===== config.mk =====
export PLATFORM = sky130hd
export DESIGN_NAME = instruction_loader
export DESIGN_NICKNAME = d
export VERILOG_FILES = /design/src/rtl/instruction_loader.sv
export SDC_FILE = /design/constraint.sdc
export NUM_CORES = 1
export LEC_CHECK = 0
export BUFFER_PORTS_ARGS = -buffer_cell sky130_fd_sc_hd__buf_2
export CORE_ASPECT_RATIO = 0.8
export CORE_MARGIN = 4
export CORE_UTILIZATION = 53
export DETAILED_ROUTE_END_ITERATION = 7
export GPL_TIMING_DRIVEN = 0
export PLACE_DENSITY = 0.8
export RECOVER_POWER = 100
export REMOVE_ABC_BUFFERS = 1
export SLEW_MARGIN = 20
export SYNTH_ARGS = -nofsm -noshare
export SYNTH_HDL_FRONTEND = slang
export SYNTH_SLANG_ARGS = --single-unit

===== constraint.sdc =====
create_clock -name clk -period 2.3 [get_ports clk]
set_clock_uncertainty 0.05 [all_clocks]
set_input_delay 0.23 -clock clk [delete_from_list [all_inputs] [get_ports clk]]
set_output_delay 0.23 -clock clk [all_outputs]
set_load 0.01 [all_outputs]

===== src/rtl/instruction_loader.sv =====
// Packs a host byte stream big-endian into 32-bit words and writes them to
// the instruction memory from a programmable base, stalling the CPU meanwhile.
module instruction_loader #(
    parameter int unsigned ADDR_WIDTH = 8
) (
    input  logic                  clk,
    input  logic                  rst_n,
    input  logic                  Start,
    input  logic [ADDR_WIDTH-1:0] Base_Address,
    input  logic [7:0]            Byte_Data,
    input  logic                  Byte_Valid,
    input  logic                  Byte_Last,
    output logic                  Byte_Ready,
    output logic                  Write_Enable,
    output logic [ADDR_WIDTH-1:0] Write_Address,
    output logic [31:0]           Write_Data,
    output logic                  Busy,
    output logic                  CPU_Hold,
    output logic                  Done,
    output logic                  Error,
    output logic [ADDR_WIDTH:0]   Words_Written
);

    typedef enum logic [1:0] {StIdle, StRecv, StWrite, StDone} state_e;

    state_e                state_q;
    logic [ADDR_WIDTH-1:0] addr_q;
    logic [31:0]           word_q;
    logic [1:0]            idx_q;
    logic                  last_q;
    logic                  ready_q;
    logic                  we_q;
    logic                  busy_q;
    logic                  done_q;
    logic                  error_q;
    logic [ADDR_WIDTH:0]   words_q;

    always_ff @(posedge clk or negedge rst_n) begin
        if (!rst_n) begin
            state_q <= StIdle;
            addr_q  <= '0;
            word_q  <= '0;
            idx_q   <= '0;
            last_q  <= 1'b0;
            ready_q <= 1'b0;
            we_q    <= 1'b0;
            busy_q  <= 1'b0;
            done_q  <= 1'b0;
            error_q <= 1'b0;
            words_q <= '0;
        end else begin
            unique case (state_q)
                StIdle: begin
                    if (Start) begin
                        state_q <= StRecv;
                        addr_q  <= Base_Address;
                        word_q  <= '0;
                        idx_q   <= '0;
                        last_q  <= 1'b0;
                        words_q <= '0;
                        error_q <= 1'b0;
                        ready_q <= 1'b1;
                        busy_q  <= 1'b1;
                    end
                end
                StRecv: begin
                    if (Byte_Valid) begin
                        unique case (idx_q)
                            2'd0: word_q[31:24] <= Byte_Data;
                            2'd1: word_q[23:16] <= Byte_Data;
                            2'd2: word_q[15:8]  <= Byte_Data;
                            default: word_q[7:0] <= Byte_Data;
                        endcase
                        idx_q <= idx_q + 2'd1;
                        if (idx_q == 2'd3 || Byte_Last) begin
                            state_q <= StWrite;
                            ready_q <= 1'b0;
                            we_q    <= 1'b1;
                            last_q  <= Byte_Last;
                            // Short final word: unfilled bytes stay zero from the clear
                            if (Byte_Last && idx_q != 2'd3) begin
                                error_q <= 1'b1;
                            end
                        end
                    end
                end
                StWrite: begin
                    we_q    <= 1'b0;
                    addr_q  <= addr_q + 1'b1;
                    words_q <= words_q + 1'b1;
                    idx_q   <= '0;
                    word_q  <= '0;
                    // Top of memory ends the session rather than wrapping to 0
                    if (last_q || addr_q == '1) begin
                        state_q <= StDone;
                        done_q  <= 1'b1;
                        if (!last_q) begin
                            error_q <= 1'b1;
                        end
                    end else begin
                        state_q <= StRecv;
                        ready_q <= 1'b1;
                    end
                end
                StDone: begin
                    state_q <= StIdle;
                    done_q  <= 1'b0;
                    busy_q  <= 1'b0;
                end
                default: state_q <= StIdle;
            endcase
        end
    end

    assign Byte_Ready    = ready_q;
    assign Write_Enable  = we_q;
    assign Write_Address = addr_q;
    assign Write_Data    = word_q;
    assign Busy          = busy_q;
    assign CPU_Hold      = busy_q;
    assign Done          = done_q;
    assign Error         = error_q;
    assign Words_Written = words_q;

endmodule

==> results of run 1 <==
==> metal layers <==
metal / routed length, µm / GRT usage / vias up
met5: 0 / 0 / -
met4: 92 / 0.0769 / 0
met3: 362 / 0.0549 / 8
met2: 3530 / 0.362 / 58
met1: 3090 / 0.266 / 1161
li1: - / - / 1118
==> registers in the layout, summed over array words and instances, names as in the netlist <==
signal	cells
last_q	1
Done	1
Words_Written	9
idx_q	2
Busy	1
Write_Data	32
Write_Address	8
Byte_Ready	1
Error	1
Write_Enable	1
state_q	2
==> metrics by stage <==
| step | instances | setup WS [ns] |
|---|---|---|
| floorplan | 256 | -0.0906 |
| global placement | 393 | -0.490 |
| detailed placement | 393 | -0.541 |
| CTS | 417 | 0.00228 |
| global route | 421 | 0.00137 |
| finish | 421 | 0.0684 |
==> cell usage in the layout, fill, tap and decap left out, types with 4 or more instances in the layout <==
cell type	n
a21oi_1	9
a21oi_4	4
a31oi_1	8
and2_1	8
buf_12	4
buf_2	19
buf_4	7
clkbuf_1	55
clkbuf_8	12
dfrtp_1	57
ha_1	8
inv_1	19
mux2_2	32
mux2i_1	6
nand2_1	12
nand3_1	10
nand4_1	5
nor2_1	17
nor4_1	4
o21ai_0	14
o22ai_1	6
xnor2_1	6
==> worst max-delay path, stage by stage (launching register included) <==
cell,delay (ns)
dfrtp_2,0.43
inv_1,0.13
ha_4,0.24
and2b_2,0.26
a211o_4,0.34
a21oi_4,0.17
buf_12,0.14
mux2_2,0.33
==> layout make-up <==
class	instances	area (µm²)	area share
clock inverter	4	47.5	0.0129
timing repair buffer	87	449	0.122
inverter	19	71.3	0.0194
tap	62	77.6	0.0211
clock buffer	12	165	0.0449
sequential	59	1480	0.402
multi-input combinational	178	1390	0.378
==> final timing paths <==
| check | start | end | slack, ns | cells past startpoint |
|---|---|---|---|---|
| min reg2reg | Write_Data[7]$_DFFE_PN0P_ | Write_Data[7]$_DFFE_PN0P_ | 0.44 | 1 |
| min in group asynchronous | rst_n | Words_Written[6]$_DFFE_PN0P_ | 0.71 | 2 |
| min | Base_Address[0] | Write_Address[0]$_DFFE_PN0P_ | 0.16 | 3 |
| max | state_q[0]$_DFFE_PN0P_ | Write_Data[25]$_DFFE_PN0P_ | 0.07 | 7 |
| max in group asynchronous | rst_n | state_q[1]$_DFFE_PN0P_ | 0.55 | 2 |
| max reg2reg | state_q[0]$_DFFE_PN0P_ | Write_Data[25]$_DFFE_PN0P_ | 0.07 | 7 |
==> power breakdown <==
part / switching, mW / total [mW] / internal (mW)
sequential: 0.357 / 1.83 / 1.47
clock: 0.410 / 0.995 / 0.585
combinational: 1.61 / 3.07 / 1.46
total: 2.37 / 5.89 / 3.52
==> repair_timing <==
item                                    CTS  global route
setup buffers                             7             4
resized for setup                         7             2
endpoints found under the setup margin   46            35
pin swaps                                 1             2
hold buffers                              1             0
gates cloned                              0             0
hold endpoints to repair                 59             0
==> kinds of logic after synthesis <==
| logic type | count (synthesis) | synth area share |
|---|---|---|
| simple gates | 69 | 0.119 |
| flops | 59 | 0.502 |
| compound gates | 52 | 0.126 |
| mux | 40 | 0.151 |
| buf+inv | 28 | 0.0383 |
| fa+ha+maj | 11 | 0.0468 |
| xor+xnor | 6 | 0.0179 |
==> impl_metrics.tcl, run 1 <==
set metrics [dict create \
    row_count 23 \
    ys_top_cells_by_area "dfrtp_1, mux2_2, ha_1" \
    n_fill_cell 424 \
    syn_to_final_growth_pct 25.1 \
    synthTopCellsByCount "dfrtp_1, mux2_2, inv_1" \
    synth_area_leader_cell "dfrtp_1" \
    cts_buffers 9 \
    grt_max_degree 60 \
    synth_edf_count 0 \
    finalWirelength_mm 7.07 \
    vias_per_cell 5.57 \
    synth-seq-area-share 0.502 \
    coreArea_um2 5180 \
    rsz0062_at_grt "no" \
    arrival_ns 2.40 \
    grt_pass1_wl_mm 11.3 \
    clk_pin_slew_ns 0.07 \
    min_period_over_period 0.970 \
    hp-class "primary input to flip-flop" \
    hold_slack_ns 0.161 \
    wl_per_cell_um 16.8 \
    crit_fanout 12 \
    h-tree-depth 3 \
    synth_top_flop_cell "dfrtp_1" \
    synth.avg_cell_area_um2 11.1 \
    drt_iter0_drc 142 \
    synth_top_area_frac 0.502 \
    power_mw 5.89 \
    clk_path_buf_depth 2 \
    leakage_nw 1.68 \
    antenna_found_initial 0 \
    endpoint_kind "flip-flop" \
    hpwl_mm 4.64 \
    vias 2345 \
    grt_pass1_vias 2360 \
    fmaxAchievable_mhz 448 \
    dieArea_um2 6810 \
    drc 0 \
    synth_most_common_cell "dfrtp_1" \
    syn_area_um2 2940 \
    worst_pin_slew_ns 1.40 \
    slew_headroom 0.0648 \
    ir_drop_v 0.000699 \
    boundaryPins 76 \
    crit_required_ns 2.47 \
    place_congestion 0.812 \
    layout-drive-gt1-share 0.253 \
    drtPass1Iterations 4 \
    tns_ns 0 \
    power.density_nw_per_um2 1600 \
    start_util 0.568 \
    synth-warning-count 0 \
    fin_area_um2 3680 \
    gr-usage-all-layers 0.212 \
    criticalPathCategory "flip-flop to flip-flop" \
    fp.dieW_um 91.3 \
    synthArstFlopShare 1.00 \
    finalMaxSlewViolations 0 \
    final_antenna_net_count 0 \
    die_h_um 74.6 \
    finalSetupViolCount 0 \
    ys_ff_latch 59 \
    hold_violations 0 \
    synth_cells 265 \
    antenna_cells 0 \
    clock-sinks 59 \
    cts-root-buf "clkbuf_8" \
    final_util 0.711 \
    max_cap_viol_count 0 \
    status "complete, no violations" \
    min_period_ns 2.23 \
    synth_cell_types 39 \
    dpl_cell_area_um2 3360 \
    insertion_delay_ns 0.34 \
    cts_tree "built" \
    finalNetCount 386 \
    port_buffers 75 \
    start_kind "flip-flop" \
    overflow 0 \
]
(Power assumes the default switching activity.)
==> run 2: changes to the inputs <==
--- a/config.mk
+++ b/config.mk
@@ -9,6 +9,7 @@
 export CORE_ASPECT_RATIO = 0.8
 export CORE_MARGIN = 4
 export CORE_UTILIZATION = 53
+export CTS_BUF_LIST = sky130_fd_sc_hd__clkbuf_16
 export DETAILED_ROUTE_END_ITERATION = 7
 export GPL_TIMING_DRIVEN = 0
 export PLACE_DENSITY = 0.8
==> run 2 against run 1 <==
  * Register-to-register slack about the same
  * Clock-buffer cell count decreased by 3
  * Cell count shrank 0.71%
==> impl_metrics.tcl, run 2 (same netlist as run 1, synthesis figures left out) <==
set metrics [dict create \
    overflow 0 \
    max_cap_viol_count 0 \
    hold_violations 0 \
    grt_pass1_wl_mm 11.2 \
    final_common_cell "dfrtp_1" \
    min_period_over_period 0.972 \
    cp_slowest_cell "dfrtp_2" \
    drtPass1Iterations 4 \
    dieArea_um2 6810 \
    finalWirelength_mm 7.02 \
    coreArea_um2 5180 \
    finalSetupViolCount 0 \
    port_buffers 75 \
    worst_pin_slew_ns 1.42 \
    ir_drop_v 0.000773 \
    die_h_um 74.6 \
    clock-sinks 59 \
    criticalPathCategory "flip-flop to flip-flop" \
    endpoint_kind "flip-flop" \
    slowest_delay_ns 0.45 \
    place_ws_ns -0.541 \
    fp.dieW_um 91.3 \
    clk_pin_slew_ns 0.05 \
    hold_slack_ns 0.190 \
    boundaryPins 76 \
    crit_chain "inv_1, ha_4, inv_1, a211o_4, a21oi_4, buf_4, mux2_1" \
    leakage_nw 1.69 \
    hpwl_mm 4.64 \
    grt_max_degree 60 \
    crit_fanout 12 \
    start_kind "flip-flop" \
    vias 2357 \
    finalMaxSlewViolations 0 \
    fmaxAchievable_mhz 448 \
    arrival_ns 2.38 \
    grt_pass1_vias 2359 \
    cts_tree "built" \
    finalWorstSetupSlack_ns 0.0655 \
    path_buf_inv 3 \
    place_congestion 0.812 \
    row_count 23 \
    n_fill_cell 398 \
    vias_per_cell 5.64 \
    gr-usage-all-layers 0.211 \
    layout-drive-gt1-share 0.236 \
    clk_path_buf_depth 2 \
    power.density_nw_per_um2 1630 \
    largest_reg_flops 32 \
    h-tree-depth 3 \
    final_antenna_net_count 0 \
    min_period_ns 2.23 \
    hp-class "primary input to flip-flop" \
    finalNetCount 383 \
    drt_iter0_drc 155 \
    slew_headroom 0.0508 \
    cts_buffers 9 \
    antenna_cells 0 \
    tns_ns 0 \
    cts-root-buf "clkbuf_16" \
    crit_path_frequent_cell "inv_1" \
    syn_to_final_growth_pct 26.8 \
    crit_required_ns 2.44 \
    antenna_found_initial 0 \
    power_mw 6.09 \
    wl_per_cell_um 16.8 \
    critPathTopFamily "compound AO/OA/AOI/OAI gates" \
    layout_common_cells "dfrtp_1, clkbuf_1, mux2_2, inv_1, buf_2" \
    start_util 0.568 \
    drc 0 \
    insertion_delay_ns 0.32 \
    final_util 0.720 \
    status "complete, no violations" \
]
run 2: cell count changes in the layout (fill, tap and decap cells not counted), sizes merged:
cell / before / now
buf: 30 / 27
clkbuf: 68 / 65
clkinv: 2 / 5
run 2: routing by layer:
layer  track usage  wire length (µm)  part of all wire
met5             0                 0                 0
met1         0.262              3030              0.43
met3        0.0679               366             0.052
met4        0.0502                37            0.0053
met2         0.365              3580              0.51
run 2: final cells by class:
cell class                 instances  area (µm²)  share of cell area
inverter                          19        71.3              0.0191
clock inverter                     7        58.8              0.0158
multi-input combinational        178        1390               0.373
tap                               62        77.6              0.0208
sequential                        59        1480               0.397
timing repair buffer              84         427               0.114
clock buffer                       9         225              0.0604
run 2: path summary, 6_finish.rpt:
kind | start | end | slack, ns | cells past startpoint
hold / removal | Base_Address[0] | Write_Address[0]$_DFFE_PN0P_ | 0.19 | 3
setup / recovery | state_q[1]$_DFFE_PN0P_ | Write_Data[18]$_DFFE_PN0P_ | 0.07 | 7
max in group asynchronous | rst_n | state_q[1]$_DFFE_PN0P_ | 0.50 | 2
min in group asynchronous | rst_n | Words_Written[7]$_DFFE_PN0P_ | 0.74 | 2
setup reg to reg | state_q[1]$_DFFE_PN0P_ | Write_Data[18]$_DFFE_PN0P_ | 0.07 | 7
hold reg to reg | Write_Data[7]$_DFFE_PN0P_ | Write_Data[7]$_DFFE_PN0P_ | 0.43 | 1
run 2: report_power, final:
group          switching, mW  internal [mW]
logic                   1.58           1.42
registers              0.355           1.47
clock network          0.437          0.821
run 2: what timing repair did:
item	CTS	global route
resized for setup	8	0
hold buffers	1	0
endpoints found under the setup margin	46	20
setup buffers	6	2
hold endpoints to repair	59	0
pin swaps	2	1
run 2: worst min-delay path: cells and delay by family:
| family | cells | cell delay [ns] |
|---|---|---|
| buffers and inverters | 1 | 0.09 |
| AO/OA/AOI/OAI | 2 | 0.20 |
run 2: through the flow:
step	area, µm²	instances
final	3730	418
after detailed placement	3360	393
after global routing	3730	418
after floorplan	2900	256
after CTS	3760	416
after global placement	3350	393
==> run 3: changes to the inputs <==
==> constraint.sdc (replaced) <==
create_clock -name clk -period 2.5 [get_ports clk]
set_clock_uncertainty 0.05 [all_clocks]
set_input_delay 0.25 -clock clk [delete_from_list [all_inputs] [get_ports clk]]
set_output_delay 0.25 -clock clk [all_outputs]
set_load 0.01 [all_outputs]
==> run 3 against run 2 <==
  * Flip-flop and latch count unchanged
  * Highest routed layer unchanged
  * Routed wire length is 5.2% lower
  * Power shrank 14%
  * Combinational power fell by 21%
  * Fmax decreased by 6.3%
  * Via count shrank 3.4%
  * Cell count is 1.9% lower
  * Sequential power fell by 8%
==> impl_metrics.tcl, run 3 (same netlist as run 1, synthesis figures left out) <==
set metrics [dict create \
    grt_max_degree 60 \
    dpl_cell_area_um2 3360 \
    row_count 23 \
    cp-endpoint "Write_Data[1]$_DFFE_PN0P_" \
    finalWirelength_mm 6.66 \
    slew_headroom 0.0502 \
    hp-class "primary input to flip-flop" \
    path_buf_inv 1 \
    overflow 0 \
    fmaxAchievable_mhz 419 \
    arrival_ns 2.53 \
    vias 2276 \
    grt_pass1_wl_mm 10.8 \
    max_cap_viol_count 0 \
    endpoint_kind "flip-flop" \
    vias_per_cell 5.55 \
    finalSetupViolCount 0 \
    clock-sinks 59 \
    place_ws_ns -0.341 \
    cp_slowest_cell "dfrtp_1" \
    cts_setup_buffers 0 \
    layout-drive-gt1-share 0.213 \
    maxUsedRoutingLayer "met4" \
    largest_reg_flops 32 \
    reg2reg_from "state_q[0]$_DFFE_PN0P_" \
    fin_area_um2 3620 \
    finalNetCount 375 \
    critPathTopFamily "compound AO/OA/AOI/OAI gates" \
    placed_cells 393 \
    leakage_nw 1.64 \
    crit_chain "inv_1, ha_4, and2b_1, a211o_4, a21oi_4, mux2_2" \
    timing.rr.end "Write_Data[1]$_DFFE_PN0P_" \
    n_fill_cell 420 \
    ir_drop_v 0.000714 \
    cts_buffers 9 \
    finalMaxSlewViolations 0 \
    worst_r2r_path_depth 6 \
    cts-root-buf "clkbuf_16" \
    layoutNonFillerInstCount 410 \
    status "complete, no violations" \
    slowest_delay_ns 0.47 \
    r2r_slack_ns 0.12 \
    hold_slack_ns 0.218 \
    grt_pass1_vias 2299 \
    start_util 0.568 \
    dieArea_um2 6810 \
    start_kind "flip-flop" \
    regArea_um2 1480 \
    gr-usage-all-layers 0.202 \
    rsz0062_at_grt "no" \
    criticalPathCategory "flip-flop to flip-flop" \
    h-tree-depth 3 \
    antenna_cells 0 \
    min_period_ns 2.38 \
    boundaryPins 76 \
    final_antenna_net_count 0 \
    syn_to_final_growth_pct 22.9 \
    min_period_over_period 0.954 \
    port_buffers 75 \
    clk_path_buf_depth 2 \
    clk_pin_slew_ns 0.05 \
    drc 0 \
    crit_fanout 22 \
    insertion_delay_ns 0.32 \
    power.density_nw_per_um2 1450 \
    layout_common_cells "dfrtp_1, clkbuf_1, mux2_2, inv_1, buf_2" \
    final_common_cell "dfrtp_1" \
    finalWorstSetupSlack_ns 0.116 \
    worstSetupPathDepth 6 \
    cts_tree "built" \
    hpwl_mm 4.64 \
    drtPass1Iterations 4 \
    wl_per_cell_um 16.2 \
    drt_iter0_drc 122 \
    multi_input_area_um2 1390 \
    die_h_um 74.6 \
    wl_met3_um 322 \
    crit_required_ns 2.65 \
    worst_pin_slew_ns 1.42 \
    place_congestion 0.812 \
    antenna_found_initial 0 \
    met2_wirelength_mm 3.33 \
    coreArea_um2 5180 \
    hold_violations 0 \
    startpoint "state_q[0]$_DFFE_PN0P_" \
    fp.dieW_um 91.3 \
    wl_met1_mm 2.95 \
]
## run 3: what timing repair did
action | CTS | global route
hold endpoints to repair | 59 | 0
gates resized for setup | 4 | 2
hold buffers | 1 | 0
setup endpoints to repair | 33 | 32
## run 3: report_power, final
group          switching (mW)  leakage (nW)  total, mW  internal (mW)
sequential              0.325         0.761       1.68           1.35
combinational            1.35         0.741       2.39           1.03
clock                   0.406         0.138       1.16          0.755
total                    2.09          1.64       5.23           3.14
## run 3: tightest hold or removal path, stage by stage
cell     delay, ns
buf_2         0.09
a31oi_1       0.07
o21ai_0       0.14
## run 3: area by class of cell
class	count	area share
flip-flops and latches	59	0.408
multi-input cells	178	0.384
repair buffers	76	0.0875
clock buffers	9	0.0623
well taps	62	0.0215
inverters	19	0.0197
clock inverters	7	0.0163
## run 3: worst min path at each step
stage | start | end | cells after the start
after floorplan | rst_n | Busy$_DFFE_PN0P_ | 0
after global placement | Write_Data[18]$_DFFE_PN0P_ | Write_Data[18]$_DFFE_PN0P_ | 1
after detailed placement | rst_n | Words_Written[7]$_DFFE_PN0P_ | 1
after CTS | Base_Address[0] | Write_Address[0]$_DFFE_PN0P_ | 3
after global routing | Base_Address[0] | Write_Address[0]$_DFFE_PN0P_ | 3
final | Base_Address[0] | Write_Address[0]$_DFFE_PN0P_ | 3
## run 3: through the flow
stage	TNS (ns)	total power [mW]	utilization
floorplan	0	3.30	-
global placement	-8.99	4.00	0.647
detailed placement	-10.33	4.09	0.648
CTS	0	5.31	0.708
global route	0	5.60	0.698
finish	0	5.23	0.698
## run 3: per-layer routing
metal  vias up  track usage
li1       1097            -
met1      1113        0.255
met2        60        0.344
met3         6       0.0649
met4         0       0.0518
met5         -            0
